File: config.mk
export PLATFORM = sky130hd
export DESIGN_NAME = addsub_serial_flat
export DESIGN_NICKNAME = d
export VERILOG_FILES = /design/src/rtl/addsub_serial_pkg.sv /design/src/rtl/addsub_serial_if.sv /design/src/rtl/addsub_serial_add_digit.sv /design/src/rtl/addsub_serial.sv /design/src/flat_wrapper.sv
export SDC_FILE = /design/constraint.sdc
export NUM_CORES = 1
export LEC_CHECK = 0
export BUFFER_PORTS_ARGS = -buffer_cell sky130_fd_sc_hd__buf_2
export CAP_MARGIN = 20
export CORE_ASPECT_RATIO = 2
export CORE_MARGIN = 2
export CORE_UTILIZATION = 55
export CTS_CLUSTER_DIAMETER = 30
export DETAILED_ROUTE_END_ITERATION = 10
export GPL_ROUTABILITY_DRIVEN = 0
export GPL_TIMING_DRIVEN = 1
export PLACE_DENSITY = 0.91
export RECOVER_POWER = 50
export SLEW_MARGIN = 10
export SYNTH_ARGS = -nofsm -noshare
export SYNTH_HDL_FRONTEND = slang
export SYNTH_SLANG_ARGS = --single-unit
File: constraint.sdc
create_clock -name clk -period 7.8 [get_ports clk]
set_input_delay 0 -clock clk [delete_from_list [all_inputs] [get_ports clk]]
set_output_delay 0 -clock clk [all_outputs]
set_load 0.01 [all_outputs]
File: src/rtl/addsub_serial_pkg.sv
// addsub_serial_pkg: mode encodings and FSM states shared by the serial add/sub block
package addsub_serial_pkg;

    localparam logic [1:0] MODE_ADD = 2'b00;
    localparam logic [1:0] MODE_SUB = 2'b01;
    localparam logic [1:0] MODE_ADC = 2'b10;
    localparam logic [1:0] MODE_SBB = 2'b11;

    typedef enum logic {
        ST_IDLE = 1'b0,
        ST_RUN  = 1'b1
    } state_t;

endpackage

File: src/rtl/addsub_serial_if.sv
// addsub_serial_if: request operands, handshake and result/flag bundle of the serial add/sub
interface addsub_serial_if #(
    parameter int WIDTH = 16
);

    logic             start;
    logic [1:0]       mode;
    logic             cin;
    logic [WIDTH-1:0] a;
    logic [WIDTH-1:0] b;
    logic [WIDTH-1:0] result;
    logic             cout;
    logic             ovf;
    logic             zero;
    logic             neg;
    logic             busy;
    logic             done;

    modport master (
        output start, mode, cin, a, b,
        input  result, cout, ovf, zero, neg, busy, done
    );

    modport slave (
        input  start, mode, cin, a, b,
        output result, cout, ovf, zero, neg, busy, done
    );

endinterface

File: src/rtl/addsub_serial_add_digit.sv
// add_digit: combinational DIGIT-bit ripple-carry adder shared by every digit step
module add_digit #(
    parameter int DIGIT = 4
) (
    input  logic [DIGIT-1:0] a,
    input  logic [DIGIT-1:0] b,
    input  logic             cin,
    output logic [DIGIT-1:0] s,
    output logic             cout
);

    logic [DIGIT:0] c;

    assign c[0] = cin;

    for (genvar i = 0; i < DIGIT; i++) begin : g_bit
        assign s[i]   = a[i] ^ b[i] ^ c[i];
        assign c[i+1] = (a[i] & b[i]) | (c[i] & (a[i] ^ b[i]));
    end

    assign cout = c[DIGIT];

endmodule

File: src/rtl/addsub_serial.sv
// addsub_serial: digit-serial add/sub with carry/borrow chaining, start/busy/done handshake
module addsub_serial #(
    parameter int WIDTH = 16,
    parameter int DIGIT = 4
) (
    input  logic           clk,
    input  logic           rst,
    addsub_serial_if.slave bus
);

    import addsub_serial_pkg::*;

    localparam int N  = WIDTH / DIGIT;
    localparam int CW = (N > 1) ? $clog2(N) : 1;

    state_t           state_q, state_d;
    logic [CW-1:0]    cnt_q, cnt_d;
    logic [WIDTH-1:0] a_q, a_d;
    logic [WIDTH-1:0] b_q, b_d;
    logic             carry_q, carry_d;
    logic             sub_q, sub_d;
    logic [WIDTH-1:0] result_q, result_d;
    logic             cout_q, cout_d;
    logic             ovf_q, ovf_d;
    logic             zero_q, zero_d;
    logic             neg_q, neg_d;
    logic             done_q, done_d;

    logic [DIGIT-1:0] a_dig, b_dig, s_dig;
    logic             c_dig;
    logic             last;
    logic             is_sub, is_chain;

    // B is stored already inverted for subtraction, so one adder serves all four modes
    assign is_sub   = (bus.mode == MODE_SUB) || (bus.mode == MODE_SBB);
    assign is_chain = (bus.mode == MODE_ADC) || (bus.mode == MODE_SBB);
    assign a_dig    = a_q[cnt_q*DIGIT +: DIGIT];
    assign b_dig    = b_q[cnt_q*DIGIT +: DIGIT];
    assign last     = (cnt_q == CW'(N - 1));

    add_digit #(.DIGIT(DIGIT)) u_add (
        .a    (a_dig),
        .b    (b_dig),
        .cin  (carry_q),
        .s    (s_dig),
        .cout (c_dig)
    );

    // next state: latch on accept, one digit per RUN cycle, flags only on the last digit
    always_comb begin
        state_d  = state_q;
        cnt_d    = cnt_q;
        a_d      = a_q;
        b_d      = b_q;
        carry_d  = carry_q;
        sub_d    = sub_q;
        result_d = result_q;
        cout_d   = cout_q;
        ovf_d    = ovf_q;
        zero_d   = zero_q;
        neg_d    = neg_q;
        done_d   = 1'b0;
        if (state_q == ST_IDLE) begin
            if (bus.start) begin
                state_d = ST_RUN;
                cnt_d   = '0;
                a_d     = bus.a;
                b_d     = is_sub ? ~bus.b : bus.b;
                sub_d   = is_sub;
                carry_d = is_chain ? (bus.cin ^ is_sub) : is_sub;
            end
        end else begin
            result_d[cnt_q*DIGIT +: DIGIT] = s_dig;
            carry_d = c_dig;
            cnt_d   = last ? '0 : cnt_q + 1'b1;
            if (last) begin
                state_d = ST_IDLE;
                done_d  = 1'b1;
                cout_d  = c_dig ^ sub_q;
                ovf_d   = (a_q[WIDTH-1] == b_q[WIDTH-1]) && (result_d[WIDTH-1] != a_q[WIDTH-1]);
                zero_d  = (result_d == '0);
                neg_d   = result_d[WIDTH-1];
            end
        end
    end

    // state register; reset aborts any operation and presents a zero result
    always_ff @(posedge clk) begin
        if (rst) begin
            state_q  <= ST_IDLE;
            cnt_q    <= '0;
            a_q      <= '0;
            b_q      <= '0;
            carry_q  <= 1'b0;
            sub_q    <= 1'b0;
            result_q <= '0;
            cout_q   <= 1'b0;
            ovf_q    <= 1'b0;
            zero_q   <= 1'b1;
            neg_q    <= 1'b0;
            done_q   <= 1'b0;
        end else begin
            state_q  <= state_d;
            cnt_q    <= cnt_d;
            a_q      <= a_d;
            b_q      <= b_d;
            carry_q  <= carry_d;
            sub_q    <= sub_d;
            result_q <= result_d;
            cout_q   <= cout_d;
            ovf_q    <= ovf_d;
            zero_q   <= zero_d;
            neg_q    <= neg_d;
            done_q   <= done_d;
        end
    end

    assign bus.result = result_q;
    assign bus.cout   = cout_q;
    assign bus.ovf    = ovf_q;
    assign bus.zero   = zero_q;
    assign bus.neg    = neg_q;
    assign bus.busy   = (state_q == ST_RUN);
    assign bus.done   = done_q;

endmodule

File: src/flat_wrapper.sv
// flat-port wrapper written by rule: the top's interface ports become plain ports
module addsub_serial_flat import addsub_serial_pkg::*;
#(
    parameter int WIDTH = 16,
    parameter int DIGIT = 4
)
  (clk, rst, bus_start, bus_mode, bus_cin, bus_a, bus_b, bus_result, bus_cout, bus_ovf, bus_zero, bus_neg, bus_busy, bus_done);
  addsub_serial_if #(.WIDTH(WIDTH)) bus_i ();
  input  logic clk;
  input  logic rst;
  input wire logic [$bits(bus_i.start)-1:0] bus_start;
  input wire logic [$bits(bus_i.mode)-1:0] bus_mode;
  input wire logic [$bits(bus_i.cin)-1:0] bus_cin;
  input wire logic [$bits(bus_i.a)-1:0] bus_a;
  input wire logic [$bits(bus_i.b)-1:0] bus_b;
  output wire logic [$bits(bus_i.result)-1:0] bus_result;
  output wire logic [$bits(bus_i.cout)-1:0] bus_cout;
  output wire logic [$bits(bus_i.ovf)-1:0] bus_ovf;
  output wire logic [$bits(bus_i.zero)-1:0] bus_zero;
  output wire logic [$bits(bus_i.neg)-1:0] bus_neg;
  output wire logic [$bits(bus_i.busy)-1:0] bus_busy;
  output wire logic [$bits(bus_i.done)-1:0] bus_done;
  assign bus_i.start = bus_start;
  assign bus_i.mode = bus_mode;
  assign bus_i.cin = bus_cin;
  assign bus_i.a = bus_a;
  assign bus_i.b = bus_b;
  assign bus_result = bus_i.result;
  assign bus_cout = bus_i.cout;
  assign bus_ovf = bus_i.ovf;
  assign bus_zero = bus_i.zero;
  assign bus_neg = bus_i.neg;
  assign bus_busy = bus_i.busy;
  assign bus_done = bus_i.done;
  addsub_serial #(.WIDTH(WIDTH), .DIGIT(DIGIT)) u_core (.clk(clk), .rst(rst), .bus(bus_i));
endmodule
==> flow_summary_export.csv, run 1 <==
group,metric,value,unit
critical_path,cp-startpoint,"u_core.cnt_q[0]",
clock_tree,htree_levels,3,
final_layout,ff_latch_area,1160,µm²
final_layout,drive_above_1_share,16.5,%
grt,grt_pass1_vias,2765,
clock_tree,cts_made_buffers,9,
clock_tree,holdBufCountCts,32,
clock_tree,cts.repair.resized,0,
final_layout,n_fill_cell,344,
clock_tree,post-cts-setup-buffer-count,0,
sta,slew_violations,50,
synthesis,synth_edf_count,0,
final_layout,area_growth,26.9,%
critical_path,cp_slowest_cell,"dfxtp_1",
sta,period_minus_slack,4.05,ns
floorplan,rows,36,
job,cap_violations,1,
synthesis,syn_nets,362,
synthesis,syn_area,2800,µm²
placement,io_buffers,59,
detailed_routing,dr.first_iter.drc_count,86,
critical_path,path_common_cell,"fa_1",
final_layout,finalNetCount,443,
sta,tightest_slew,1.89,ns
critical_path,path_cells,"mux4_2 > inv_1 > fa_1 > inv_1 > fa_1 > inv_1 > fa_1 > fa_1 > nor4b_4 > mux2i_2 > or3_1 > a311oi_1",
critical_path,required,8.04,ns
floorplan,die_w,54.5,µm
hold_path,hp-start,"bus_start",
clock_tree,root_buffer,"clkbuf_8",
sta,post-route-period-util,51.9,%
critical_path,cp.arrival,4.29,ns
detailed_routing,vias,2649,
detailed_routing,wire_per_inst,16.7,µm
detailed_routing,firstDrtPassIters,4,
power,power,0.716,mW
synthesis,ys_warn_count,0,
critical_path,r2r-start,"u_core.cnt_q[0]",
synthesis,synthArstFlopShare,0,%
detailed_routing,ant_nets,0,
power,max-vdd-ir-drop,0.154,mV
sta,whs,0.0689,ns
floorplan,dieArea,5720,µm²
floorplan,start_util,57.1,%
sta,fin_setup_tns,0,ns
detailed_routing,vias_per_cell,5.80,
power,switchingPower,0.200,mW
floorplan,die_h,105,µm
clock_tree,path_clk_slew,0.06,ns
power,p_leak,1.34,nW
sta,rsz0062_at_grt,"no",
floorplan,core_area,4910,µm²
grt,grt_usage,30.1,%
hold_path,hold_path_class,"primary input to flip-flop",
clock_tree,cts_sinks,58,
power,cellInternalPower,0.516,mW
critical_path,r2r_slack,3.75,ns
sta,fin_ws,3.75,ns
synthesis,yosys-top-cells-count,"dfxtp_1, nand2_1, nor2_1",
critical_path,r2r_cells,12,
synthesis,ys_seq_elements,58,
sta,final-hold-violation-count,0,
critical_path,end_kind,"flip-flop",
power,netSwitchingFraction,27.9,%
clock_tree,cts_tree,"built",
synthesis,ys_seq_area_share,41.4,%
synthesis,synth.most_common_cell,"dfxtp_1",
critical_path,cp_slowest_stage_delay,0.94,ns
detailed_routing,wl,7.62,mm
synthesis,synthTopCellsByArea,"dfxtp_1, mux4_2, a211oi_1",
floorplan,io_pins,60,
sta,max_freq,247,MHz
critical_path,crit_fanout,22,
synthesis,yosys.area.top_type,"dfxtp_1",
synthesis,avgSynthCellArea,8.93,µm²
grt,grt_pass1_wl,12.4,mm
critical_path,r2r-end,"u_core.bus.ovf",
critical_path,critPathKind,"flip-flop to flip-flop",
power,power_frac_comb,18.5,%
power,clockPowerShare,35.3,%
final_layout,multiInputGateArea,1500,µm²
clock_tree,clockBufferDepth,2,
detailed_routing,drc,0,
status,violations,"max-capacitance violations, max-slew violations",
synthesis,synth-main-ff-cell,"dfxtp_1",
grt,grt_antenna_before_repair,0,
critical_path,critPathLaunchType,"flip-flop",
final_layout,n_antenna_cell,0,
grt,grt_max_degree,59,
placement,post-place-ws,3.75,ns
sta,setup_violations,0,
critical_path,crit_end,"u_core.bus.ovf",
placement,hpwl,4.79,mm
synthesis,synth_cells,314,
sta,relSlewSlack,-25.9,%
synthesis,yosysTopAreaCellShare,41.4,%
power,power_density,201,nW/µm²
synthesis,synthDistinctLibCells,41,
sta,clock-skew-final,0.00718,ns
clock_tree,clock_latency,0.34,ns
status,status,"finished with violations",
power,seqPwrFrac,46.1,%
grt,grt_overflow,0,
metal layers:
layer / up-vias / global-route usage [%] / part of all wire [%]
met4: 0 / 21.6 / 6.1
li1: 1252 / - / -
met3: 40 / 8.29 / 5.0
met1: 1245 / 29.5 / 33
met2: 112 / 50.1 / 56
met5: - / 0 / 0
layout make-up:
cell class                      count  share of cell area [%]
Sequential cell                    58                    32.7
Tap cell                           57                    2.01
Multi-Input combinational cell    222                    42.3
Clock buffer                       14                    4.86
Clock inverter                      2                   0.281
Inverter                           11                    1.16
Timing Repair Buffer               93                    16.8
state kept, by name (all words and copies together) (netlist names):
signal	count
u_core.bus.done	1
u_core.a_q	16
u_core.bus.cout	1
u_core.bus.zero	1
u_core.sub_q	1
u_core.bus.result	16
u_core.bus.busy	1
u_core.carry_q	1
u_core.bus.neg	1
u_core.bus.ovf	1
u_core.cnt_q	2
u_core.b_q	16
worst min path at each step:
stage,end,depth (start not counted)
6_report,u_core.carry_q,3
2_1_floorplan,u_core.a_q[0],2
3_3_place_gp,u_core.a_q[3],3
4_1_cts,u_core.carry_q,3
3_5_place_dp,u_core.a_q[13],3
5_1_grt,u_core.carry_q,3
critical path, delay by kind of cell, from the launching register on:
kind,cells,cell delay (ns)
adder cells (fa/ha/maj),4,1.22
buffers and inverters,3,0.22
AND/OR/NAND/NOR,2,0.58
multiplexers,2,0.76
flip-flops,1,0.94
AO/OA/AOI/OAI,1,0.25
per-stage QoR:
stage | cells | util [%] | area [µm²]
6_report | 457 | 72.4 | 3560
5_1_grt | 457 | 72.4 | 3560
4_1_cts | 457 | 73.1 | 3590
3_5_place_dp | 409 | 62.9 | 3090
3_3_place_gp | 409 | 62.9 | 3090
2_1_floorplan | 314 | - | 2800
placed cells by master, fill, tap and decap left out, types with 2 or more instances in the layout:
cell type / n
nand4_1: 3
a211o_1: 2
nor2_1: 42
clkbuf_8: 12
clkinv_2: 2
dlygate4sd3_1: 32
a31oi_1: 2
a21oi_1: 27
a211oi_1: 22
nor2b_1: 7
a22oi_1: 4
nand2b_1: 4
nand2_1: 44
inv_1: 11
xnor2_1: 17
mux4_2: 8
a32oi_1: 3
nor3_1: 6
fa_1: 4
ha_1: 6
buf_2: 38
clkbuf_1: 25
dfxtp_1: 58
a41oi_1: 2
cell families (layout without fill, tap and decap cells):
logic type                 after synthesis  in the layout  share of synthesized area (%)
and+or+nand+nor                        117            117                           19.4
AOI/OAI and AO/OA                       68             68                           16.1
DFF                                     58             58                           41.4
buffers and inverters                   34            120                           5.04
xor gates and xnor gates                18             18                           5.62
adders and majority gates               10             10                           5.54
muxes                                    9              9                           6.92
power groups by stage:
stage          combinational, mW  clock, mW  sequential, mW
6_report                   0.133      0.253           0.330
5_1_grt                    0.146      0.271           0.332
4_1_cts                    0.129      0.254           0.330
3_5_place_dp               0.116          0           0.336
3_3_place_gp               0.111          0           0.335
2_1_floorplan             0.0874          0           0.330
Note: power is estimated with default switching activity, not from simulation.
==> run 2, diff against run 1 <==
--- a/config.mk
+++ b/config.mk
@@ -9,12 +9,12 @@
 export CAP_MARGIN = 20
 export CORE_ASPECT_RATIO = 2
 export CORE_MARGIN = 2
-export CORE_UTILIZATION = 55
+export CORE_UTILIZATION = 54
 export CTS_CLUSTER_DIAMETER = 30
 export DETAILED_ROUTE_END_ITERATION = 10
 export GPL_ROUTABILITY_DRIVEN = 0
 export GPL_TIMING_DRIVEN = 1
-export PLACE_DENSITY = 0.91
+export PLACE_DENSITY = 0.9
 export RECOVER_POWER = 50
 export SLEW_MARGIN = 10
 export SYNTH_ARGS = -nofsm -noshare
==> constraint.sdc (replaced) <==
create_clock -name clk -period 4 [get_ports clk]
set_input_delay 0 -clock clk [delete_from_list [all_inputs] [get_ports clk]]
set_output_delay 0 -clock clk [all_outputs]
set_load 0.01 [all_outputs]
==> run 2 against run 1 <==
  * The flow still finishes with violations (max-capacitance violations, max-slew violations)
  * Count of clock-buffer cells in the layout is 2 lower
  * Combinational power is 92% higher
  * Sequential power is 95% higher
  * Non-clock buffer count stayed put
  * Final area is 0.39% lower
  * Clock power is 86% higher
  * Final cell count stayed put
  * Worst setup slack worse by 3.5 ns
  * Largest cell class unchanged
  * Highest routed layer unchanged
==> flow_summary_export.csv, run 2 (synthesized netlist as in run 1, its figures left out) <==
group,metric,value,unit
sta,slew_violations,50,
detailed_routing,firstDrtPassIters,4,
status,status,"finished with violations",
sta,final-hold-violation-count,0,
clock_tree,htree_levels,3,
status,violations,"max-capacitance violations, max-slew violations",
detailed_routing,vias_per_cell,5.72,
sta,relSlewSlack,-22.7,%
clock_tree,clockBufferDepth,2,
critical_path,end_kind,"flip-flop",
final_layout,area_growth,26.4,%
power,power,1.37,mW
job,cap_violations,1,
critical_path,critPathKind,"flip-flop to flip-flop",
clock_tree,post-cts-setup-buffer-count,0,
detailed_routing,wl,7.15,mm
clock_tree,cts_tree,"built",
clock_tree,cts_made_buffers,9,
detailed_routing,dr.first_iter.drc_count,90,
final_layout,instances_no_fill,457,
detailed_routing,drc,0,
sta,tightest_slew,1.84,ns
critical_path,required,4.24,ns
final_layout,mostFrequentLayoutCells,"dfxtp_1, nand2_1, nor2_1",
grt,grt_pass1_vias,2620,
grt,grt_usage,27.5,%
clock_tree,clock_latency,0.35,ns
clock_tree,root_buffer,"clkbuf_8",
placement,io_buffers,59,
grt,grt_max_degree,59,
clock_tree,holdBufCountCts,31,
detailed_routing,wire_per_inst,15.6,µm
sta,post-route-period-util,92.9,%
placement,placed_cells,411,
power,power_density,387,nW/µm²
clock_tree,cts_sinks,58,
power,seqPwrFrac,47.0,%
floorplan,rows,37,
power,max-vdd-ir-drop,0.296,mV
critical_path,critPathLaunchType,"flip-flop",
sta,fin_setup_tns,0,ns
floorplan,die_h,106,µm
grt,grt_pass1_wl,11.4,mm
final_layout,n_antenna_cell,0,
power,power_frac_comb,18.6,%
sta,max_freq,269,MHz
floorplan,core_area,5090,µm²
hold_path,hp-start,"bus_b[1]",
detailed_routing,ant_nets,0,
floorplan,io_pins,60,
power,netSwitchingFraction,28.1,%
floorplan,start_util,55.0,%
critical_path,r2r-start,"u_core.cnt_q[1]",
placement,hpwl,4.75,mm
power,clockPowerShare,34.3,%
power,cellInternalPower,0.984,mW
clock_tree,path_clk_slew,0.06,ns
sta,period_minus_slack,3.71,ns
grt,grt_overflow,0,
final_layout,post-route-util,69.6,%
power,switchingPower,0.385,mW
grt,grt_antenna_before_repair,0,
final_layout,layout_commonest_cell,"dfxtp_1",
final_layout,finalNetCount,443,
clock_tree,cts.repair.resized,0,
floorplan,dieArea,5820,µm²
detailed_routing,vias,2614,
final_layout,drive_above_1_share,16.8,%
sta,rsz0062_at_grt,"no",
critical_path,cp-startpoint,"u_core.cnt_q[1]",
power,p_leak,1.34,nW
critical_path,crit_fanout,12,
critical_path,cp.arrival,3.96,ns
hold_path,hold_path_class,"primary input to flip-flop",
floorplan,die_w,54.9,µm
sta,clock-skew-final,0.00618,ns
sta,setup_violations,0,
run 2: cell types whose count changed in the layout (fill, tap and decap cells not counted):
| cell | before | now |
|---|---|---|
| buf_4 | 0 | 1 |
| clkbuf_1 | 25 | 24 |
| clkbuf_8 | 12 | 11 |
| clkinv_2 | 2 | 3 |
| dlygate4sd3_1 | 32 | 31 |
run 2: worst max-delay path: stages, from the launching register on:
cell	delay [ns]
dfxtp_1	0.62
mux4_2	0.30
inv_1	0.05
fa_1	0.39
inv_1	0.08
fa_1	0.17
inv_1	0.05
fa_1	0.38
fa_1	0.54
nor4b_4	0.26
mux2i_2	0.15
or3_1	0.32
a311oi_1	0.28
run 2: cell type report:
cell class	count	area (µm²)
inverter	11	41.3
multi-input combinational	222	1500
tap	58	72.6
fill	414	1550
clock inverter	3	15.0
clock buffer	12	155
sequential	58	1160
timing repair buffer	93	594
run 2: per-layer routing:
layer | GRT usage [%] | wire length, µm | up-vias
met5 | 0 | 0 | -
met4 | 17.2 | 352 | 0
met3 | 7.51 | 387 | 34
met2 | 47.8 | 4010 | 108
met1 | 26.3 | 2400 | 1216
li1 | - | - | 1256
run 2: path summary, 6_finish.rpt:
| check | endpoint | slack (ns) | depth (start not counted) |
|---|---|---|---|
| max | u_core.bus.ovf | 0.29 | 12 |
| min reg2reg | u_core.a_q[14] | 0.46 | 2 |
| min | u_core.b_q[1] | 0.02 | 3 |
| max reg2reg | u_core.bus.ovf | 0.29 | 12 |
run 2: power groups by stage:
| stage | Clock (mW) | Sequential [mW] | Combinational, mW |
|---|---|---|---|
| CTS | 0.474 | 0.644 | 0.253 |
| finish | 0.470 | 0.644 | 0.255 |
| detailed placement | 0 | 0.656 | 0.227 |
| global placement | 0 | 0.655 | 0.220 |
| floorplan | 0 | 0.644 | 0.171 |
| global route | 0.502 | 0.648 | 0.280 |
run 2: stage by stage:
| stage | hold slack (ns) | instance area (µm²) | setup WS, ns |
|---|---|---|---|
| 4_1_cts | 0.0139 | 3580 | 0.311 |
| 5_1_grt | 0.0163 | 3540 | 0.108 |
| 2_1_floorplan | 0.136 | 2800 | 0.354 |
| 3_3_place_gp | 0.246 | 3100 | 0.498 |
| 3_5_place_dp | 0.246 | 3100 | 0.342 |
| 6_report | 0.0152 | 3540 | 0.286 |
==> run 3, diff against run 2 <==
--- a/config.mk
+++ b/config.mk
@@ -5,16 +5,17 @@
 export SDC_FILE = /design/constraint.sdc
 export NUM_CORES = 1
 export LEC_CHECK = 0
+export ABC_AREA = 1
 export BUFFER_PORTS_ARGS = -buffer_cell sky130_fd_sc_hd__buf_2
 export CAP_MARGIN = 20
 export CORE_ASPECT_RATIO = 2
 export CORE_MARGIN = 2
-export CORE_UTILIZATION = 54
+export CORE_UTILIZATION = 55
 export CTS_CLUSTER_DIAMETER = 30
 export DETAILED_ROUTE_END_ITERATION = 10
 export GPL_ROUTABILITY_DRIVEN = 0
 export GPL_TIMING_DRIVEN = 1
-export PLACE_DENSITY = 0.9
+export PLACE_DENSITY = 0.91
 export RECOVER_POWER = 50
 export SLEW_MARGIN = 10
 export SYNTH_ARGS = -nofsm -noshare
==> constraint.sdc (replaced) <==
create_clock -name clk -period 4.5 [get_ports clk]
set_input_delay 0 -clock clk [delete_from_list [all_inputs] [get_ports clk]]
set_output_delay 0 -clock clk [all_outputs]
set_load 0.01 [all_outputs]
==> run 3 against run 2 <==
  * The flow now finishes without violations
  * Non-clock buffer count grew 1
  * Critical path depth increased by 6
  * Utilization rose by 1.5 points
  * Power shrank 8.2%
  * Critical endpoint is now u_core.bus.zero
==> flow_summary_export.csv, run 3 <==
group,metric,value,unit
synthesis,synth.most_common_cell,"nor2_1",
grt,grt_usage,27.5,%
critical_path,cp_top_family,"adder cells",
synthesis,synthTopCellsByArea,"dfxtp_1, o21ai_0, nor2_1",
critical_path,cp_slowest_cell,"fa_1",
critical_path,cp_slowest_stage_delay,0.47,ns
sta,relSlewSlack,5.46,%
critical_path,critPathKind,"flip-flop to flip-flop",
grt,grt_antenna_before_repair,0,
placement,hpwl,5.20,mm
clock_tree,clock_latency,0.36,ns
sta,post-route-period-util,80.7,%
power,power_density,344,nW/µm²
critical_path,end_kind,"flip-flop",
grt,grt_overflow,0,
clock_tree,cts_tree,"built",
sta,final-hold-violation-count,0,
detailed_routing,dr.first_iter.drc_count,109,
critical_path,crit_fanout,27,
grt,met3_usage,6.76,%
detailed_routing,wl,7.82,mm
grt,use_met2,49.1,%
synthesis,yosysTopAreaCellShare,39.9,%
sta,rsz0062_at_grt,"no",
clock_tree,root_buffer,"clkbuf_8",
floorplan,core_area,5140,µm²
final_layout,finalInstanceArea,3650,µm²
placement,placed_cells,508,
grt,grt_pass1_wl,12.8,mm
final_layout,mostFrequentLayoutCells,"nor2_1, o21ai_0, dfxtp_1",
grt,grt_pass1_vias,2948,
detailed_routing,vias_per_cell,5.51,
sta,tightest_slew,1.41,ns
sta,period_minus_slack,3.63,ns
clock_tree,cts_sinks,58,
synthesis,synth_edf_count,0,
floorplan,die_h,107,µm
sta,fin_setup_tns,0,ns
clock_tree,htree_levels,3,
floorplan,rows,37,
floorplan,io_pins,60,
synthesis,avgSynthCellArea,7.08,µm²
synthesis,synthArstFlopShare,0,%
grt,busiest_layer,"met2",
power,power,1.26,mW
detailed_routing,firstDrtPassIters,4,
clock_tree,cts_made_buffers,9,
synthesis,syn_nets,459,
placement,io_buffers,59,
synthesis,ys_seq_elements,58,
power,p_leak,1.64,nW
critical_path,critPathLaunchType,"flip-flop",
synthesis,ys_seq_area_share,39.9,%
sta,slew_violations,0,
power,max-vdd-ir-drop,0.276,mV
synthesis,yosys-top-cells-count,"nor2_1, o21ai_0, dfxtp_1",
grt,use_met1,26.4,%
grt,grt_max_degree,39,
job,cap_violations,0,
detailed_routing,drc,0,
final_layout,n_antenna_cell,0,
critical_path,path_cells,"buf_4 > o21ai_0 > a21oi_1 > a21oi_1 > fa_1 > inv_1 > fa_1 > inv_1 > fa_1 > fa_1 > nor2_1 > nand3_1 > o21ai_0 > nor2_1 > nand2_1 > nor2_1 > nand2_1 > nand2_1",
floorplan,die_w,55.4,µm
floorplan,dieArea,5930,µm²
detailed_routing,ant_nets,0,
final_layout,area_growth,25.4,%
detailed_routing,wire_per_inst,14.1,µm
sta,max_freq,275,MHz
final_layout,drive_above_1_share,10.5,%
synthesis,synth-main-ff-cell,"dfxtp_1",
critical_path,path_common_cell,"fa_1",
final_layout,finalNetCount,542,
status,status,"complete, no violations",
placement,placed_cell_area,3200,µm²
final_layout,layout_commonest_cell,"nor2_1",
clock_tree,clockBufferDepth,2,
sta,clock-skew-final,0.00812,ns
synthesis,ys_warn_count,0,
floorplan,start_util,56.7,%
synthesis,synthDistinctLibCells,25,
detailed_routing,vias,3051,
hold_path,hold_path_class,"primary input to flip-flop",
synthesis,syn_area,2910,µm²
synthesis,yosys.area.top_type,"dfxtp_1",
synthesis,synth_cells,411,
clock_tree,post-cts-setup-buffer-count,0,
critical_path,crit_buf_inv,3,
sta,setup_violations,0,
clock_tree,path_clk_slew,0.06,ns
critical_path,cp.arrival,3.89,ns
final_layout,instances_no_fill,554,
critical_path,required,4.75,ns
-- run 3: repair_timing --
item	CTS	global route
resized for setup	0	0
hold buffers	33	0
hold endpoints to repair	34	0
-- run 3: metrics by stage --
step | util (%) | hold WS, ns | setup WS (ns)
2_1_floorplan | - | 0.135 | 1.24
5_1_grt | 71.1 | 0.110 | 0.589
6_report | 71.1 | 0.0576 | 0.867
3_3_place_gp | 62.2 | 0.220 | 1.19
4_1_cts | 71.7 | 0.0543 | 0.968
3_5_place_dp | 62.2 | 0.230 | 1.00
-- run 3: area by class of cell --
class,count,area (µm²)
flip-flops and latches,58,1160
inverters,47,176
repair buffers,94,609
clock buffers,13,159
multi-input cells,284,1470
well taps,58,72.6
fillers,418,1490
-- run 3: worst paths after layout --
check	start	to	slack (ns)	cells past startpoint
max	u_core.cnt_q[0]	u_core.bus.zero	0.87	18
min	rst	u_core.bus.cout	0.06	2
max reg2reg	u_core.cnt_q[0]	u_core.bus.zero	0.87	18
min reg2reg	u_core.bus.neg	u_core.bus.neg	0.48	2
-- run 3: power breakdown --
| group | switching, mW | internal (mW) |
|---|---|---|
| Clock | 0.192 | 0.221 |
| Combinational | 0.156 | 0.108 |
| Sequential | 0.0290 | 0.553 |
| Total | 0.376 | 0.881 |
-- run 3: logic make-up after synthesis --
family,share of synthesized area [%]
DFF,39.9
xor gates and xnor gates,5.41
AOI/OAI and AO/OA,21.3
buffers and inverters,9.41
adders and majority gates,5.33
and+or+nand+nor,18.7
-- run 3: layer usage --
metal | share of wire (%) | vias up
li1 | - | 1492
met1 | 37 | 1399
met2 | 53 | 120
met3 | 4.6 | 40
met4 | 5.8 | 0
met5 | 0 | -
-- run 3: worst register-to-register path: stages (launching register included) --
cell,delay [ns]
dfxtp_1,0.46
buf_4,0.32
o21ai_0,0.15
a21oi_1,0.15
a21oi_1,0.08
fa_1,0.38
inv_1,0.09
fa_1,0.18
inv_1,0.05
fa_1,0.39
fa_1,0.47
nor2_1,0.22
nand3_1,0.12
o21ai_0,0.14
nor2_1,0.09
nand2_1,0.08
nor2_1,0.04
nand2_1,0.07
nand2_1,0.04
